### config.mk
export PLATFORM = sky130hd
export DESIGN_NAME = mvm_word_packer
export DESIGN_NICKNAME = d
export VERILOG_FILES = /design/src/rtl/mvm_pkg.sv /design/src/rtl/mvm_axis_out_reg.sv /design/src/rtl/mvm_word_packer.sv
export SDC_FILE = /design/constraint.sdc
export NUM_CORES = 2
export LEC_CHECK = 0
export ABC_AREA = 1
export BUFFER_PORTS_ARGS = -buffer_cell sky130_fd_sc_hd__buf_2
export CAP_MARGIN = 40
export CORE_AREA = 4 4 385 387
export CTS_BUF_LIST = sky130_fd_sc_hd__clkbuf_4
export DETAILED_ROUTE_END_ITERATION = 10
export DIE_AREA = 0 0 389 391
export PLACE_DENSITY = 0.61
export REMOVE_ABC_BUFFERS = 1
export SYNTH_ARGS = -nofsm -noshare
export SYNTH_HDL_FRONTEND = slang
export SYNTH_SLANG_ARGS = --single-unit
### constraint.sdc
create_clock -name clk -period 2.8 [get_ports clk]
set_input_delay 0.56 -clock clk [delete_from_list [all_inputs] [get_ports clk]]
set_output_delay 0.56 -clock clk [all_outputs]
set_load 0.01 [all_outputs]
### src/rtl/mvm_pkg.sv
// Shared widths, flit record and packer state for the mvm AXI-stream word packer.
package mvm_pkg;
  localparam int unsigned AXIS_DATA_W    = 512;
  localparam int unsigned AXIS_KEEP_W    = 64;
  localparam int unsigned WORD_W         = 32;
  localparam int unsigned WORDS_PER_FLIT = 16;
  localparam int unsigned ID_W           = 8;
  localparam int unsigned DEST_W         = 8;
  localparam int unsigned USER_W         = 32;
  localparam int unsigned COUNT_W        = $clog2(WORDS_PER_FLIT);
  localparam int unsigned BYTES_PER_WORD = WORD_W / 8;

  typedef enum logic {
    FILL = 1'b0,
    HOLD = 1'b1
  } packer_state_e;

  typedef struct packed {
    logic [AXIS_DATA_W-1:0] data;
    logic [AXIS_KEEP_W-1:0] keep;
    logic [ID_W-1:0]        id;
    logic [DEST_W-1:0]      dest;
    logic [USER_W-1:0]      user;
    logic                   last;
  } flit_t;
endpackage

### src/rtl/mvm_axis_out_reg.sv
// AXI-stream output register: holds one flit stable until the downstream
// handshake, and accepts a new flit in the same cycle the old one drains.
module mvm_axis_out_reg
  import mvm_pkg::*;
(
  input  logic                   clk,
  input  logic                   rst,
  input  logic                   load,
  input  flit_t                  flit,
  input  logic                   tx_tready,
  output logic                   slot_free,
  output logic                   tx_tvalid,
  output logic [AXIS_DATA_W-1:0] tx_tdata,
  output logic [AXIS_KEEP_W-1:0] tx_tstrb,
  output logic [AXIS_KEEP_W-1:0] tx_tkeep,
  output logic [ID_W-1:0]        tx_tid,
  output logic [DEST_W-1:0]      tx_tdest,
  output logic [USER_W-1:0]      tx_tuser,
  output logic                   tx_tlast
);

  flit_t held;

  always_ff @(posedge clk) begin
    if (rst) begin
      tx_tvalid <= 1'b0;
      held      <= '0;
    end else if (load) begin
      tx_tvalid <= 1'b1;
      held      <= flit;
    end else if (tx_tready) begin
      tx_tvalid <= 1'b0;
    end
  end

  assign slot_free = !tx_tvalid || tx_tready;

  assign tx_tdata = held.data;
  assign tx_tkeep = held.keep;
  assign tx_tstrb = held.keep;
  assign tx_tid   = held.id;
  assign tx_tdest = held.dest;
  assign tx_tuser = held.user;
  assign tx_tlast = held.last;

endmodule

### src/rtl/mvm_word_packer.sv
// Packs 32-bit words into 512-bit AXI-stream flits (16 words or in_last).
// Optional idle flush of partial flits: define MVM_PACKER_FLUSH_TIMEOUT_EN.
module mvm_word_packer
  import mvm_pkg::*;
#(
  parameter int unsigned FLUSH_TIMEOUT = 64
) (
  input  logic                   clk,
  input  logic                   rst,
  input  logic                   in_valid,
  input  logic [WORD_W-1:0]      in_data,
  input  logic                   in_last,
  output logic                   in_ready,
  input  logic [ID_W-1:0]        cfg_tid,
  input  logic [DEST_W-1:0]      cfg_tdest,
  input  logic [USER_W-1:0]      cfg_tuser,
  output logic                   tx_tvalid,
  output logic [AXIS_DATA_W-1:0] tx_tdata,
  output logic [AXIS_KEEP_W-1:0] tx_tstrb,
  output logic [AXIS_KEEP_W-1:0] tx_tkeep,
  output logic [ID_W-1:0]        tx_tid,
  output logic [DEST_W-1:0]      tx_tdest,
  output logic [USER_W-1:0]      tx_tuser,
  output logic                   tx_tlast,
  input  logic                   tx_tready
);

  packer_state_e      state;
  logic [COUNT_W-1:0] count;
  flit_t              acc;
  flit_t              merged;
  flit_t              load_flit;
  logic               accept;
  logic               complete;
  logic               flush;
  logic               slot_free;
  logic               load;

  assign accept   = in_valid && in_ready;
  assign complete = accept && (in_last || (count == COUNT_W'(WORDS_PER_FLIT - 1)));

  // acc lanes above count are always zero, so merging is a plain lane write.
  always_comb begin
    merged = acc;
    merged.data[WORD_W * count +: WORD_W] = in_data;
    merged.keep[BYTES_PER_WORD * count +: BYTES_PER_WORD] = '1;
    if (count == '0) begin
      merged.id   = cfg_tid;
      merged.dest = cfg_tdest;
      merged.user = cfg_tuser;
    end
    merged.last = in_last;
  end

`ifdef MVM_PACKER_FLUSH_TIMEOUT_EN
  localparam int unsigned IDLE_W = (FLUSH_TIMEOUT > 1) ? $clog2(FLUSH_TIMEOUT) : 1;
  logic [IDLE_W-1:0] idle_cnt;

  assign flush = (state == FILL) && !accept && (count != '0) &&
                 (idle_cnt == IDLE_W'(FLUSH_TIMEOUT - 1));

  always_ff @(posedge clk) begin
    if (rst || accept || (state != FILL) || (count == '0)) begin
      idle_cnt <= '0;
    end else if (!flush) begin
      idle_cnt <= idle_cnt + 1'b1;
    end
  end
`else
  assign flush = 1'b0;
`endif

  // A flushed partial flit already sits in acc with last=0.
  always_comb begin
    load_flit = merged;
    if ((state == HOLD) || flush) begin
      load_flit = acc;
    end
  end

  assign load = slot_free && ((state == HOLD) || complete || flush);

  always_ff @(posedge clk) begin
    if (rst) begin
      state    <= FILL;
      count    <= '0;
      acc      <= '0;
      in_ready <= 1'b0;
    end else begin
      case (state)
        FILL: begin
          in_ready <= 1'b1;
          if (complete || flush) begin
            count <= '0;
            if (slot_free) begin
              acc <= '0;
            end else begin
              state    <= HOLD;
              in_ready <= 1'b0;
              if (complete) begin
                acc <= merged;
              end
            end
          end else if (accept) begin
            acc   <= merged;
            count <= count + 1'b1;
          end
        end
        HOLD: begin
          if (slot_free) begin
            acc      <= '0;
            state    <= FILL;
            in_ready <= 1'b1;
          end
        end
      endcase
    end
  end

  mvm_axis_out_reg u_out_reg (
    .clk       (clk),
    .rst       (rst),
    .load      (load),
    .flit      (load_flit),
    .tx_tready (tx_tready),
    .slot_free (slot_free),
    .tx_tvalid (tx_tvalid),
    .tx_tdata  (tx_tdata),
    .tx_tstrb  (tx_tstrb),
    .tx_tkeep  (tx_tkeep),
    .tx_tid    (tx_tid),
    .tx_tdest  (tx_tdest),
    .tx_tuser  (tx_tuser),
    .tx_tlast  (tx_tlast)
  );

endmodule

==> flow_summary.toml <==
[worst_setup_path]
start_kind = "flop"
crit_path_end_kind = "output port"
critPathBufInv = 1
r2r_start = "count[0]"
cp_slowest_stage_delay_ns = 0.59
arrival_ns = 2.08
crit_type = "reg -> out"
critPathSlowestCell = "dfxtp_1"
startpoint = "u_out_reg.tx_tdata[376]"
required_ns = 2.24
crit_chain = "buf_2"
cp_top_family = "flip-flops"
worst-path-max-fanout = 3

[floorplanning]
io_pins = 776
fp-row-count = 140
die_w_um = 389
start_util_pct = 39.7
dieHeight_um = 391
dieArea_um2 = 152000
coreArea_um2 = 145000

[clock_tree]
cts_tree = "yes"
clk_pin_slew_ns = 0.06
clockBufferDepth = 4
cts_setup_buffers = 0
clock_latency_ns = 1.33
cts.sinks = 1257
numCtsBuffers = 362
cts-root-buf = "clkbuf_4"
cts_htree_levels = 5

[power_and_ir_drop]
leakagePower_nw = 27.5
max-vdd-ir-drop_uv = 303
power_density_nw_per_um2 = 578

[logic_synthesis]
synthTopCellsByArea = "dfxtp_1, a21oi_1, nand2_1, nand3_1, o21ai_0"
yosysUniqueCellTypes = 31
synthAdderAreaFrac_pct = 0.109
synth-xor-area-share_pct = 0.0152
synth-compound-area-share_pct = 22.6
synthSimpleGateAreaFrac_pct = 24.0
synthTopCellsByCount = "a21oi_1, nand2_1, dfxtp_1"
yosysWarnings = 0
synthMuxAreaShare_pct = 0
yosysMostFrequentCell = "a21oi_1"
synthCells = 8156
synth_edf_count = 0
ys_ff_latch = 1257
synth.top_cell.area_share_pct = 43.7
ys_seq_area_share_pct = 43.7
synth_area_per_cell_um2 = 7.06
synth_area_leader_cell = "dfxtp_1"
synth_top_family_by_area = "simple AND/OR/NAND/NOR gates"
ys_async_sr_fraction_pct = 0
syn_area_um2 = 57600
synth_ff_type = "dfxtp_1"

[detailed_routing]
drc = 0
viasPerCell = 5.76
vias = 63000
drt_pass1_iterations = 7
ant_nets = 0
drt-total-wl_um = 240000
wl_per_cell_um = 22.0
first_iter_violations = 6375

[layout]
drive_gt1_share_pct = 18.6
stdcell_area_um2 = 68300
final_core_util_pct = 47.1
syn_to_final_growth_pct = 18.6
final_nets = 8878
n_fill_cell = 14600

[timing]
rsz0062_at_grt = "no"
skew_ns = 0.115
relSlewSlack_pct = 12.7
setup_violations = 0
fmax_ghz = 0.379
fin_crit_ns = 2.64
setup_tns_ns = 0
whs_ns = 0.157
worstMarginPinSlew_ns = 1.31
finalCritPeriodShare_pct = 94.3
drv_slew = 0
hold_viol = 0

[placement]
place_congestion = 0.828
numPortBuffers = 775
dpl.hpwl_um = 144000
placed_area_um2 = 63100

[worst_hold_path]
hold_start = "cfg_tuser[23]"
hp-class = "in -> reg"

[job]
maxCapViolCount = 0

[global_routing]
grt_usage_pct = 29.8
grt_pass1_wl_um = 358000
grt.overflow.total = 0
antenna_found_initial = 14
first_global_vias = 58500
grt_max_degree = 181

[run_status]
status = "finished clean"
per-stage QoR:
stage,total power [mW],std cells,setup slack [ns]
global placement,23.2,10200,0.207
floorplan,21.0,7328,-36.25
CTS,39.8,10900,0.0365
global route,41.2,10900,0.0106
finish,39.5,10900,0.160
detailed placement,23.2,10200,0.149
per-layer routing:
layer	up-vias	routed length, µm	global-route usage [%]
met5	-	26	0
met4	4	14200	17.2
met3	594	22600	7.41
met2	3066	104000	44.6
met1	29900	99600	39.2
li1	29500	-	-
final timing paths:
kind,endpoint,slack (ns),cells past startpoint
setup / recovery,tx_tdata[376],0.16,1
hold / removal,u_out_reg.tx_tuser[23],0.16,4
setup reg to reg,u_out_reg.tx_tdata[245],0.20,10
hold reg to reg,u_out_reg.tx_tdata[111],0.43,2
flip-flops by register name (all words and copies together), names as in the netlist:
register and flops:
u_out_reg.tx_tdest 8, in_ready 1, state 1, acc 625
u_out_reg.tx_tkeep 64, u_out_reg.tx_tid 8, u_out_reg.tx_tuser 32, u_out_reg.tx_tdata 512
u_out_reg.tx_tvalid 1, u_out_reg.tx_tlast 1, count 4
cell type report:
type                            count  area [µm²]  area share (%)
Multi-Input combinational cell   5585       27000            39.6
Clock inverter                     55         219           0.321
Timing Repair Buffer             1096        7620            11.2
Inverter                          486        1870            2.74
Clock buffer                      526        3950            5.78
Antenna cell                       18        45.0          0.0659
Tap cell                         1917        2400            3.51
Sequential cell                  1257       25200            36.9
placed cells by master (no fill, tap or decap), types with 4 or more instances in the layout:
cell,count
buf_2,774
nand3_1,927
inv_2,9
dlygate4sd3_1,94
clkinv_1,82
nand4_1,380
a21oi_1,1675
nor2_1,252
buf_4,141
nor3_1,42
dfxtp_1,1255
nor2_4,12
nand2_2,12
clkbuf_4,526
or2_2,95
nand2_1,1269
clkinv_2,4
o211ai_1,16
inv_8,5
o21ai_0,731
buf_12,85
a211oi_1,13
or2_1,20
o21ai_1,54
a31oi_1,75
diode_2,18
inv_1,437
kinds of logic after synthesis:
group	after synthesis
AOI/OAI and AO/OA	2564
xor gates and xnor gates	1
DFF	1257
adders and majority gates	5
and+or+nand+nor	3015
buffers and inverters	1314
where the power goes:
part	switching [mW]	total [mW]	leakage (nW)	internal (mW)
Sequential	0.462	18.9	10.2	18.4
Clock	8.04	16.5	2.53	8.47
Combinational	2.83	4.09	14.8	1.26
Total	11.3	39.5	27.5	28.2
repair_timing:
item                       in CTS  in global routing
hold endpoints to repair      939                  0
setup endpoints to repair       0                  3
resized for setup               0                  3
hold buffers                   94                  0
Power figures use the tool's default switching activity.
